### config.mk
export PLATFORM = sky130hd
export DESIGN_NAME = bin2seg_dual
export DESIGN_NICKNAME = d
export VERILOG_FILES = /design/src/rtl/bin2seg_dual.sv
export SDC_FILE = /design/constraint.sdc
export NUM_CORES = 1
export LEC_CHECK = 0
export CORE_ASPECT_RATIO = 0.8
export CORE_MARGIN = 1.5
export CORE_UTILIZATION = 35
export DETAILED_ROUTE_END_ITERATION = 10
export SLEW_MARGIN = 40
export SYNTH_ARGS = -nofsm -noshare
export SYNTH_HDL_FRONTEND = slang
export SYNTH_SLANG_ARGS = --single-unit
### constraint.sdc
create_clock -name clk -period 3.5 [get_ports clk]
set_clock_uncertainty 0.15 [all_clocks]
set_input_delay 0.35 -clock clk [delete_from_list [all_inputs] [get_ports clk]]
set_output_delay 0.35 -clock clk [all_outputs]
set_load 0.03 [all_outputs]
### src/rtl/bin2seg_dual.sv
// bin2seg_dual: sequential double-dabble binary to two-digit 7-segment converter
module bin2seg_dual #(
  parameter int W = 8,
  parameter bit BLANK_LEADING = 1'b1
) (
  input  logic         clk,
  input  logic         rst,
  input  logic         start,
  input  logic [W-1:0] value,
  output logic         busy,
  output logic         done,
  output logic [13:0]  both7seg,
  output logic         ovf
);
  typedef enum logic [1:0] {IDLE, SHIFT, DECODE} state_t;
  state_t state_q, state_d;
  logic [W-1:0] sh_q, sh_d;
  logic [15:0] bcd_q, bcd_d, adj;
  logic [3:0] cnt_q, cnt_d;
  logic busy_q, busy_d, done_q, done_d, ovf_q, ovf_d, ovf_n;
  logic [13:0] seg_q, seg_d;
  logic [6:0] tens_pat;
  function automatic logic [6:0] seg(input logic [3:0] d);
    case (d)
      4'd0: seg = 7'h3F;
      4'd1: seg = 7'h06;
      4'd2: seg = 7'h5B;
      4'd3: seg = 7'h4F;
      4'd4: seg = 7'h66;
      4'd5: seg = 7'h6D;
      4'd6: seg = 7'h7D;
      4'd7: seg = 7'h07;
      4'd8: seg = 7'h7F;
      4'd9: seg = 7'h6F;
      default: seg = 7'h40;
    endcase
  endfunction
  for (genvar i = 0; i < 4; i++) begin : g_add3
    assign adj[4*i +: 4] = (bcd_q[4*i +: 4] >= 4'd5) ? bcd_q[4*i +: 4] + 4'd3 : bcd_q[4*i +: 4];
  end
  assign ovf_n = |bcd_q[15:8];
  assign tens_pat = (bcd_q[7:4] == 4'd0 && BLANK_LEADING) ? 7'h00 : seg(bcd_q[7:4]);
  always_comb begin
    state_d = state_q;
    sh_d = sh_q;
    bcd_d = bcd_q;
    cnt_d = cnt_q;
    busy_d = busy_q;
    done_d = 1'b0;
    ovf_d = ovf_q;
    seg_d = seg_q;
    case (state_q)
      IDLE: if (start) begin
        sh_d = value;
        bcd_d = '0;
        cnt_d = 4'(W - 1);
        busy_d = 1'b1;
        state_d = SHIFT;
      end
      SHIFT: begin
        {bcd_d, sh_d} = {adj, sh_q} << 1;
        cnt_d = cnt_q - 4'd1;
        state_d = (cnt_q == 4'd0) ? DECODE : SHIFT;
      end
      DECODE: begin
        ovf_d = ovf_n;
        seg_d = ovf_n ? {7'h40, 7'h40} : {tens_pat, seg(bcd_q[3:0])};
        done_d = 1'b1;
        busy_d = 1'b0;
        state_d = IDLE;
      end
      default: state_d = IDLE;
    endcase
  end
  always_ff @(posedge clk) begin
    if (rst) begin
      state_q <= IDLE;
      sh_q <= '0;
      bcd_q <= '0;
      cnt_q <= '0;
      busy_q <= 1'b0;
      done_q <= 1'b0;
      ovf_q <= 1'b0;
      seg_q <= '0;
    end else begin
      state_q <= state_d;
      sh_q <= sh_d;
      bcd_q <= bcd_d;
      cnt_q <= cnt_d;
      busy_q <= busy_d;
      done_q <= done_d;
      ovf_q <= ovf_d;
      seg_q <= seg_d;
    end
  end
  assign busy = busy_q;
  assign done = done_q;
  assign both7seg = seg_q;
  assign ovf = ovf_q;
endmodule

* After elaboration in Yosys (flattened, before gate mapping) *
Memories as Yosys holds them, arrays and structs flattened. A register that Yosys moved wholly into a read port is not among the register bits.
Index checks and enable logic that the tools add are counted.

operators by class
  add/subtract/negate cells = 5
  $lt $le $gt $ge = 4
  eq/ne operators = 3
  mux-type cells = 22
  reductions and logical operators = 8

operators by type and width
  cell                                                                count
  two-way mux 4 bit                                                   8
  case mux 16 bit (2 select lines)                                    1
  greater-or-equal comparator 4 x 3 -> 1 bit (second input constant)  4
  two-way mux 16 bit                                                  1
  case mux 8 bit (2 select lines)                                     1
  two-way mux 14 bit                                                  1
  adder 4 x 2 -> 4 bit (second input constant)                        3
  zero test 4 bit                                                     2
  two-way mux 8 bit                                                   1
  case mux 4 bit (2 select lines)                                     1
  OR reduction 8 bit                                                  1
  two-way mux 7 bit                                                   1
  two-way mux 2 bit                                                   2
  case mux 2 bit (2 select lines)                                     1
  AND reduction 2 bit                                                 2
  nonzero test 2 bit                                                  2
  subtractor 4 x 1 -> 4 bit (second input constant)                   1
  adder 3 x 2 -> 3 bit (second input constant)                        1
  two-way mux 3 bit                                                   1
  == test 2 x 1 -> 1 bit (second input constant)                      1
  == test 2 bit (second input constant)                               1
  zero test 2 bit                                                     1
  two-way mux 1 bit                                                   2
  inequality test 2 bit (second input constant)                       1
  case mux 1 bit (2 select lines)                                     1

storage, ports and cells
  register bits = 47
  memory bits (read-only) = 224
  input bits = 11
  output and inout bits = 17
  word-level logic and storage cells = 52
  memories kept = 2

memories
  name             depth  bits a word  rd ports  clocked after memory_dff  wr ports  RTL line  source
  (no name shown)  16     7            1         1                         0         24        case (d)
  (no name shown)  16     7            1         1                         0         24

* Depth between registers and ports, before layout *
Gate-level depths: netlist of the first run.

  depth after elaboration = 5
  depth in mapped cells = 12

* Least setup slack after synthesis of the first run *
OpenSTA, ideal clock, no wires.

  path kind = register -> register
  from = register bcd_q[1]
  to = register with a tool-made name
  setup time = 0.079 ns
  arrival = 2.194 ns
  required time = 3.271 ns
  slack = 1.077 ns
  stages on the path, launching flop included = 11
  buffers on the path = 0
  cells stage by stage = dfxtp_1 -> inv_1 -> ha_1 -> nand2b_1 -> a21o_1 -> xnor2_1 -> nand2_1 -> a21o_1 -> ha_1 -> or3_1 -> o211ai_1

RTL lines
  item                    RTL line  source
  start, declared         18        logic [15:0] bcd_q, bcd_d, adj;
  start signal, assigned  79        bcd_q <= '0;
  start signal, assigned  88        bcd_q <= bcd_d;

==> qor.csv, run 1 <==
stage;metric;value;unit
sta;Final Hold Fails;0;
floorplanning;overall die height;86.1;um
global_route;GRT Residual Overflow;0;
power;Leakage Power;1.39;nW
worst_setup_path;maximum fanout along the worst path;7;
clocking;post-CTS sizing;0;
route;vias per cell;5.23;
floorplanning;I/O pins;28;
layout;Non-Filler Cell Area, Final;0.00359;mm2
floorplanning;die area;0.00921;mm2
power;switching share of power;23.7;%
global_route;global-route wire length before repair;10900;um
placement;port buffer count;27;
clocking;Worst-path clk slew;0.06;ns
synth;Synth Instances;329;
clocking;CTS Root Cell;clkbuf_8;
clocking;worst-skew pair later-pin latency;0.34;ns
worst_setup_path;Worst EP arrival;2.75;ns
synth;number of synthesized register bits;61;
synth;top_reg_cell synth;dfxtp_1;
layout;# fillers;860;
worst_setup_path;CP Class;reg2reg;
layout;most frequent cells in the layout;61 x dfxtp_1, 27 x a21oi_1, 27 x clkdlybuf4s50_1, 25 x inv_1, 23 x nand2_1;
global_route;vias in the first global route;2282;
floorplanning;die width;107;um
clocking;CTS tree;yes;
sta;worst setup margin;0.870;ns
route;WL final;6370;um
worst_setup_path;slowest cell on the critical path;dfxtp_1;
clocking;Setup Buffers After CTS;0;
clocking;htree depth;3;
power;internal power;1.22;mW
clocking;CTS Hold Bufs;0;
power;Logic pwr share;9.4;%
synth;Seq/Total Area, Yosys;40.4;%
power;Cell Pwr Density;445;mW/mm2
layout;commonest non-fill, non-tap cell in the layout;dfxtp_1;
job;max_cap viols;0;
worst_setup_path;cell chain of the critical path;inv_1 -> ha_1 -> nand2b_1 -> a21o_1 -> xnor2_1 -> nand2_1 -> a21o_1 -> ha_1 -> or3_1 -> o211ai_1;
clocking;Clock Sinks;61;
worst_setup_path;Crit. End Element;flop;
floorplanning;Starting Density;35.8;%
route;Residual DRC;0;
synth;ys async rst share;0;%
layout;Final Non-Filler Cells;472;
sta;max-slew violations;0;
layout;Nets;388;
floorplanning;Core Region;0.00845;mm2
worst_setup_path;CP startpoint kind;flop;
route;DRT antenna net count;0;
synth;EDFF count, synth;0;
power;clock network power share;44.1;%
run_status;outcome;complete, no violations;
synth;library cells used by synthesis;61;
placement;DP Wirelength;4380;um
global_route;largest net degree at the start of global routing;22;
placement;setup slack at placement;0.610;ns
sta;Period minus WS final;2.63;ns
synth;Synthesized Nets;362;
placement;routability congestion estimate;0.847;
sta;relative slew slack;49.2;%
worst_setup_path;CP Buf/Inv Count;1;
placement;dpl cell area;0.00337;mm2
sta;setup repair after global routing missed its margin;false;
synth;Mapped Area;0.00302;mm2
worst_setup_path;CP max stage delay;0.43;ns
layout;ratio of cells with drive above 1 in the final layout;9.44;%
route;DR iter-0 viols;125;
route;wire per inst;13.5;um
clocking;CTS buffer count;9;
synth;syn avg cell area;9.19;um2
sta;TNS Setup;0;ns
route;DR vias;2467;
power;Peak VDD IR;176;uV
worst_setup_path;Crit path required time;3.62;ns
global_route;initial antenna violation count;0;
power;Flop pwr share;46.4;%
sta;crit share post-route;75.1;%
global_route;GRT Total Usage;15.0;%
sta;Fmax;380;MHz
power;Net Switching;379;uW
route;drt pass-1 iters;5;
layout;n_diodes;0;
synth;synth warn;0;
sta;worst slew pin tran;0.752;ns
clocking;Max clock buf depth;2;
placement;Placed Cells;456;
hold_path;Hold WC Path Type;reg2reg;
worst_setup_path;Top Family by Delay on Critical Path;simple AND/OR/NAND/NOR gates;
layout;synthesis-to-finish area growth;18.8;%
sta;Setup violations, final;0;
floorplanning;row count;30;
## tightest hold or removal path, stage by stage, from the launching register on
cell	delay (ns)
dfxtp_1	0.31
nand2_1	0.05
nand2_1	0.04
## synthesized netlist by cell type, drive strengths merged, types with 7 or more instances
library cell,count,share of area (%)
a22o,13,3.8
nor3,7,1.2
inv,27,3.4
dfxtp,61,40
nand2,24,3.2
nor2,19,2.4
o21ai,13,2.2
buf,15,3.5
o22ai,7,1.4
ha,22,9.1
a21oi,27,4.5
## worst paths after layout
path / slack (ns) / start / cells past startpoint / endpoint
max: 0.87 / bcd_q[1]$_SDFFE_PP0N_ / 10 / flop
min: 0.29 / both7seg[6]$_SDFFE_PP0P_ / 2 / both7seg[6]$_SDFFE_PP0P_
max reg2reg: 0.87 / bcd_q[1]$_SDFFE_PP0N_ / 10 / flop
min reg2reg: 0.29 / both7seg[6]$_SDFFE_PP0P_ / 2 / both7seg[6]$_SDFFE_PP0P_
## metal layers
layer  vias to the layer above  share of wire (%)  GRT usage (%)
met3                         9                4.8           4.94
li1                       1247                  -              -
met4                         0                1.7           5.33
met2                        49                 44           23.0
met1                      1162                 50           19.8
met5                         -                  0              0
## power by group through the flow
stage	registers [mW]	logic (mW)	clock network, mW
6_report	0.742	0.151	0.705
3_5_place_dp	0.757	0.152	0
3_3_place_gp	0.756	0.149	0
5_1_grt	0.744	0.169	0.764
4_1_cts	0.741	0.152	0.724
2_1_floorplan	0.756	0.110	0
## metrics by stage
| stage | hold slack, ns | utilization, % | power (mW) |
|---|---|---|---|
| finish | 0.287 | 42.5 | 1.60 |
| global route | 0.298 | 42.5 | 1.68 |
| CTS | 0.288 | 42.5 | 1.62 |
| detailed placement | 0.273 | 39.9 | 0.908 |
| global placement | 0.273 | 39.9 | 0.905 |
| floorplan | 0.270 | - | 0.866 |
## area by class of cell
| class | instances | area, um2 | share of cell area [%] |
|---|---|---|---|
| flip-flops and latches | 61 | 1220 | 34.0 |
| clock inverters | 4 | 70.1 | 1.95 |
| multi-input cells | 221 | 1570 | 43.8 |
| inverters | 28 | 108 | 3.00 |
| repair buffers | 34 | 323 | 8.99 |
| clock buffers | 12 | 155 | 4.32 |
| well taps | 112 | 140 | 3.90 |
## logic make-up after synthesis
logic type,after synthesis,share of synthesized area [%]
buffers and inverters,47,7.53
AND/OR/NAND/NOR,77,13.2
adder cells (fa/ha/maj),22,9.11
multiplexers,3,0.993
XOR/XNOR,6,1.74
AO/OA/AOI/OAI,113,27.1
flip-flops,61,40.4
No activity file was read; power rests on OpenSTA's default activity.
==> inputs of run 2 (changes only) <==
clock period = 2.1 ns   (was 3.5 ns; I/O delays follow)
==> run 2 against run 1 <==
Against the previous run: the run now ends with negative setup slack left; maximum frequency grew 14%; largest power group unchanged; largest cell class unchanged; global-route usage grew 1.6 points; setup slack lost 1.1 ns; critical path depth grew 1.
==> qor.csv, run 2 (same netlist as run 1, synthesis figures left out) <==
stage;metric;value;unit;change
sta;Period minus WS final;2.32;ns;was 2.63 ns
global_route;global-route wire length before repair;12100;um;was 10900 um
clocking;Worst-path clk slew;0.06;ns;about the same
route;WL final;7290;um;was 6370 um
floorplanning;die width;107;um;unchanged
worst_setup_path;Critical path origin;bcd_q[1]$_SDFFE_PP0N_;;unchanged
floorplanning;Core Region;0.00845;mm2;unchanged
floorplanning;row count;30;;unchanged
worst_setup_path;slowest cell on the critical path;dfxtp_2;;was dfxtp_1
worst_setup_path;CP Buf/Inv Count;2;;was 1
worst_setup_path;CP startpoint kind;flop;;unchanged
layout;# fillers;769;;was 860
route;wire per inst;13.6;um;was 13.5 um
global_route;largest net degree at the start of global routing;17;;was 22
worst_setup_path;Top Family by Delay on Critical Path;simple AND/OR/NAND/NOR gates;;unchanged
global_route;GRT Total Usage;16.6;%;was 15.0%
route;DR vias;2719;;was 2467
job;max_cap viols;0;;unchanged
clocking;CTS tree;yes;;unchanged
clocking;worst-skew pair later-pin latency;0.34;ns;about the same
floorplanning;Starting Density;35.8;%;unchanged
sta;setup repair after global routing missed its margin;true;;was false
layout;ratio of cells with drive above 1 in the final layout;32.4;%;was 9.44%
placement;port buffer count;27;;unchanged
floorplanning;overall die height;86.1;um;unchanged
sta;worst setup margin;-0.216;ns;was 0.870 ns
worst_setup_path;maximum fanout along the worst path;3;;was 7
route;DR iter-0 viols;135;;was 125
placement;Placed Cells;508;;was 456
sta;worst slew pin tran;0.441;ns;was 0.752 ns
layout;n_diodes;0;;unchanged
layout;commonest non-fill, non-tap cell in the layout;buf_4;;was dfxtp_1
clocking;Max clock buf depth;2;;unchanged
clocking;CTS Hold Bufs;0;;unchanged
power;Leakage Power;1.71;nW;was 1.39 nW
layout;Final Util;50.0;%;was 42.5%
clocking;Clock Sinks;61;;unchanged
worst_setup_path;Crit. End Element;flop;;unchanged
clocking;CTS Root Cell;clkbuf_8;;unchanged
sta;Setup violations, final;7;;was 0
global_route;initial antenna violation count;0;;unchanged
run_status;failing checks;negative setup slack;;
route;vias per cell;5.08;;was 5.23
sta;Fmax;432;MHz;was 380 MHz
power;Final Power;2.49;mW;was 1.60 mW
power;Peak VDD IR;301;uV;was 176 uV
global_route;vias in the first global route;2548;;was 2282
route;DRT antenna net count;0;;unchanged
hold_path;Hold WC Path Type;reg2reg;;unchanged
clocking;CTS buffer count;9;;unchanged
placement;routability congestion estimate;0.857;;was 0.847
worst_setup_path;Crit path required time;2.21;ns;was 3.62 ns
worst_setup_path;cell chain of the critical path;inv_2 -> ha_2 -> nand2b_4 -> a21o_1 -> xnor2_1 -> nand2_1 -> a21o_1 -> buf_4 -> ha_2 -> or3_1 -> o211ai_1;;was inv_1 -> ha_1 -> nand2b_1 -> a21o_1 -> xnor2_1 -> nand2_1 -> a21o_1 -> ha_1 -> or3_1 -> o211ai_1
worst_setup_path;CP Class;reg2reg;;unchanged
sta;TNS Setup;-0.801;ns;was 0 ns
layout;synthesis-to-finish area growth;39.7;%;was 18.8%
sta;max-slew violations;0;;unchanged
placement;DP Wirelength;5100;um;was 4380 um
sta;Final Hold Fails;0;;unchanged
layout;Final Non-Filler Cells;535;;was 472
worst_setup_path;RR Startpoint;bcd_q[1]$_SDFFE_PP0N_;;unchanged
sta;Hold Slack;0.289;ns;was 0.287 ns
placement;setup slack at placement;-0.261;ns;was 0.610 ns
route;drt pass-1 iters;4;;was 5
power;Cell Pwr Density;591;mW/mm2;was 445 mW/mm2
worst_setup_path;Worst EP arrival;2.43;ns;was 2.75 ns
route;Residual DRC;0;;unchanged
run_status;outcome;complete, but fails checks;;was complete, no violations
layout;Nets;451;;was 388
placement;dpl cell area;0.00379;mm2;was 0.00337 mm2
floorplanning;I/O pins;28;;unchanged
layout;most frequent cells in the layout;66 x buf_4, 56 x dfxtp_1, 27 x clkdlybuf4s50_1, 21 x nand2_1, 21 x a21oi_1;;was 61 x dfxtp_1, 27 x a21oi_1, 27 x clkdlybuf4s50_1, 25 x inv_1, 23 x nand2_1
global_route;GRT Residual Overflow;0;;unchanged
sta;crit share post-route;110;%;was 75.1%
layout;Non-Filler Cell Area, Final;0.00422;mm2;was 0.00359 mm2
clocking;htree depth;3;;unchanged
floorplanning;die area;0.00921;mm2;unchanged
sta;relative slew slack;70.2;%;was 49.2%
worst_setup_path;CP max stage delay;0.34;ns;was 0.43 ns
## run 2: cell count changes in the layout (fill, tap and decap cells not counted), sizes merged
cell / change
bufinv: -2
buf: +63
clkinv: +1
clkinvlp: +1
## run 2: worst paths after layout
path	endpoint	slack, ns	cells after the start
setup / recovery	flop	-0.22	11
hold / removal	both7seg[3]$_SDFFE_PP0P_	0.29	1
setup reg to reg	flop	-0.22	11
hold reg to reg	both7seg[3]$_SDFFE_PP0P_	0.29	1
## run 2: final cells by class
class	instances	area, um2	area share, %
Tap cell	112	140	3.32
Multi-Input combinational cell	221	1760	41.6
Timing Repair Buffer	97	811	19.2
Sequential cell	61	1230	29.1
Clock buffer	12	155	3.67
Clock inverter	4	22.5	0.533
Inverter	28	110	2.61
## run 2: power by group
group          internal [mW]  leakage, nW  switching (mW)
Clock                  0.487       0.0921           0.459
Sequential              1.20        0.499          0.0294
Combinational          0.151         1.12           0.171
Total                   1.84         1.71           0.659
## run 2: timing repair
| item | in CTS | in global routing |
|---|---|---|
| buffers inserted | 6 | 6 |
| pin swaps | 12 | 19 |
| endpoints found under the setup margin | 11 | 15 |
| gates resized for setup | 23 | 22 |
## run 2: per-layer routing
metal | track usage, % | up-vias | part of all wire (%)
li1 | - | 1367 | -
met3 | 4.64 | 12 | 4.0
met1 | 22.0 | 1289 | 49
met4 | 4.48 | 0 | 1.5
met2 | 26.5 | 51 | 46
met5 | 0 | - | 0
==> inputs of run 3 (changes only) <==
CORE_UTILIZATION = 51   (was 35)
PLACE_DENSITY = 0.75   (was unset)
==> run 3 against run 2 <==
Against the previous run: the flow still finishes with violations (negative setup slack); largest power group unchanged; utilization is 24 points higher; setup slack worse by 0.13 ns; critical path depth grew 2; global-route usage up 8.6 points; combinational power up 4%; clock-buffer cell count unchanged; die area shrank 30%; sequential cell count did not move; cell count decreased by 8.0%.
==> qor.csv, run 3 (same netlist as run 1, synthesis figures left out) <==
stage;metric;value;unit;change
sta;Final Hold Fails;0;;unchanged
global_route;global-route wire length before repair;12200;um;was 12100 um
worst_setup_path;RR Startpoint;bcd_q[0]$_SDFFE_PP0N_;;was bcd_q[1]$_SDFFE_PP0N_
sta;Period minus WS final;2.44;ns;was 2.32 ns
worst_setup_path;Critical path origin;bcd_q[0]$_SDFFE_PP0N_;;was bcd_q[1]$_SDFFE_PP0N_
worst_setup_path;R2R setup slack;-0.34;ns;was -0.22 ns
floorplanning;die area;0.00640;mm2;was 0.00921 mm2
layout;Final Util;74.3;%;was 50.0%
layout;# fillers;403;;was 769
worst_setup_path;Worst EP arrival;2.49;ns;was 2.43 ns
sta;Setup violations, final;14;;was 7
layout;Nets;442;;was 451
floorplanning;I/O pins;28;;unchanged
worst_setup_path;CP Class;reg2reg;;unchanged
route;drt pass-1 iters;5;;was 4
worst_setup_path;Crit. End Element;flop;;unchanged
clocking;CTS Hold Bufs;0;;unchanged
placement;DP Wirelength;5120;um;was 5100 um
worst_setup_path;Worst R2R Path Depth;13;;was 11
floorplanning;row count;24;;was 30
sta;max-slew violations;0;;unchanged
sta;TNS Setup;-2.10;ns;was -0.801 ns
power;Final Power;2.58;mW;was 2.49 mW
clocking;worst-skew pair later-pin latency;0.34;ns;about the same
sta;Hold Slack;0.289;ns;about the same
route;Residual DRC;0;;unchanged
floorplanning;overall die height;71.9;um;was 86.1 um
clocking;CTS tree;yes;;unchanged
floorplanning;Starting Density;54.1;%;was 35.8%
run_status;failing checks;negative setup slack;;unchanged
worst_setup_path;Crit path required time;2.15;ns;was 2.21 ns
layout;commonest non-fill, non-tap cell in the layout;buf_4;;unchanged
global_route;GRT Total Usage;25.1;%;was 16.6%
route;DR iter-0 viols;227;;was 135
layout;FF/Latch Area;0.00123;mm2;unchanged
sta;setup repair after global routing missed its margin;true;;unchanged
route;wire per inst;15.7;um;was 13.6 um
run_status;outcome;complete, but fails checks;;unchanged
route;vias per cell;5.85;;was 5.08
worst_setup_path;maximum fanout along the worst path;3;;unchanged
clocking;htree depth;3;;unchanged
clocking;Clock Sinks;61;;unchanged
hold_path;Hold Path Cell Cnt;1;;unchanged
hold_path;hold path endpoint;both7seg[4]$_SDFFE_PP0P_;;was both7seg[3]$_SDFFE_PP0P_
clocking;Worst-path clk slew;0.07;ns;was 0.06 ns
global_route;GRT Residual Overflow;0;;unchanged
floorplanning;die width;89.1;um;was 107 um
power;Leakage Power;1.67;nW;was 1.71 nW
power;Cell Pwr Density;623;mW/mm2;was 591 mW/mm2
route;DRT antenna net count;0;;unchanged
power;Peak VDD IR;457;uV;was 301 uV
layout;most frequent cells in the layout;59 x buf_4, 56 x dfxtp_1, 27 x clkdlybuf4s50_1, 21 x nand2_1, 21 x a21oi_1;;was 66 x buf_4, 56 x dfxtp_1, 27 x clkdlybuf4s50_1, 21 x nand2_1, 21 x a21oi_1
route;WL final;7750;um;was 7290 um
global_route;vias in the first global route;2660;;was 2548
placement;port buffer count;27;;unchanged
clocking;CTS buffer count;9;;unchanged
sta;worst setup margin;-0.342;ns;was -0.216 ns
sta;relative slew slack;68.7;%;was 70.2%
layout;synthesis-to-finish area growth;37.2;%;was 39.7%
layout;n_diodes;0;;unchanged
layout;ratio of cells with drive above 1 in the final layout;30.4;%;was 32.4%
placement;routability congestion estimate;0.830;;was 0.857
route;DR vias;2876;;was 2719
worst_setup_path;CP startpoint kind;flop;;unchanged
clocking;Max clock buf depth;2;;unchanged
layout;footprint of the multi-input gates;0.00178;mm2;was 0.00176 mm2
clocking;CTS Root Cell;clkbuf_8;;unchanged
global_route;initial antenna violation count;0;;unchanged
job;max_cap viols;0;;unchanged
hold_path;Hold WC Path Type;reg2reg;;unchanged
global_route;largest net degree at the start of global routing;17;;unchanged
floorplanning;Core Region;0.00559;mm2;was 0.00845 mm2
sta;Fmax;409;MHz;was 432 MHz
sta;worst slew pin tran;0.468;ns;was 0.441 ns
sta;crit share post-route;116;%;was 110%
-- run 3: changes by cell type in the layout (fill, tap and decap cells not counted), moves of 2 or more --
cell / previous run / this run
a21oi_2: 4 / 2
a21oi_4: 2 / 4
buf_4: 66 / 59
buf_6: 4 / 2
inv_1: 17 / 19
inv_2: 8 / 6
o21ai_0: 10 / 12
o21ai_1: 3 / 1
-- run 3: how the worst max path moves through the flow --
stage | endpoint | slack [ns]
finish | flop | -0.34
global route | flop | -0.42
CTS | flop | -0.26
detailed placement | flop | -0.35
global placement | flop | -0.28
floorplan | flop | -0.18
-- run 3: power by group --
group	total [mW]	internal (mW)	switching, mW	leakage, nW
Clock	1.02	0.577	0.443	0.0964
Combinational	0.334	0.153	0.181	1.07
Sequential	1.23	1.20	0.0314	0.498
Total	2.58	1.93	0.655	1.67
-- run 3: critical path, stage by stage (launching register included) --
cell and delay, ns:
dfxtp_2 0.35, inv_2 0.06, ha_2 0.20, nand2b_4 0.05, a21o_1 0.19, xnor2_2 0.22, nand2_2 0.12, a21o_4 0.26
buf_6 0.12, ha_4 0.15, inv_2 0.05, nor2_1 0.04, a32oi_1 0.22, o211ai_1 0.12
-- run 3: repair_timing --
item	CTS	global route
resized for setup	20	21
setup buffers	5	2
endpoints found under the setup margin	13	15
pin swaps	13	12
hold endpoints to repair	0	0
-- run 3: cell type report --
| class | instances | area share [%] |
|---|---|---|
| clock buffers | 12 | 3.50 |
| repair buffers | 88 | 17.7 |
| inverters | 28 | 2.65 |
| multi-input cells | 221 | 43.0 |
| clock inverters | 4 | 1.15 |
| flip-flops and latches | 61 | 29.7 |
| well taps | 78 | 2.35 |
-- run 3: metal layers --
metal  track usage, %  up-vias  part of all wire, %
li1                 -     1357                    -
met4             9.74        0                  1.9
met1             32.2     1381                   44
met5                0        -                    0
met2             40.0      122                   47
met3             7.37       16                  6.9
-- run 3: through the flow --
| step | cells | setup WS, ns | area (um2) |
|---|---|---|---|
| after floorplan | 329 | -0.179 | 3060 |
| after global placement | 469 | -0.283 | 3710 |
| after detailed placement | 469 | -0.354 | 3710 |
| after CTS | 490 | -0.257 | 4040 |
| after global routing | 492 | -0.425 | 4150 |
| final | 492 | -0.342 | 4150 |
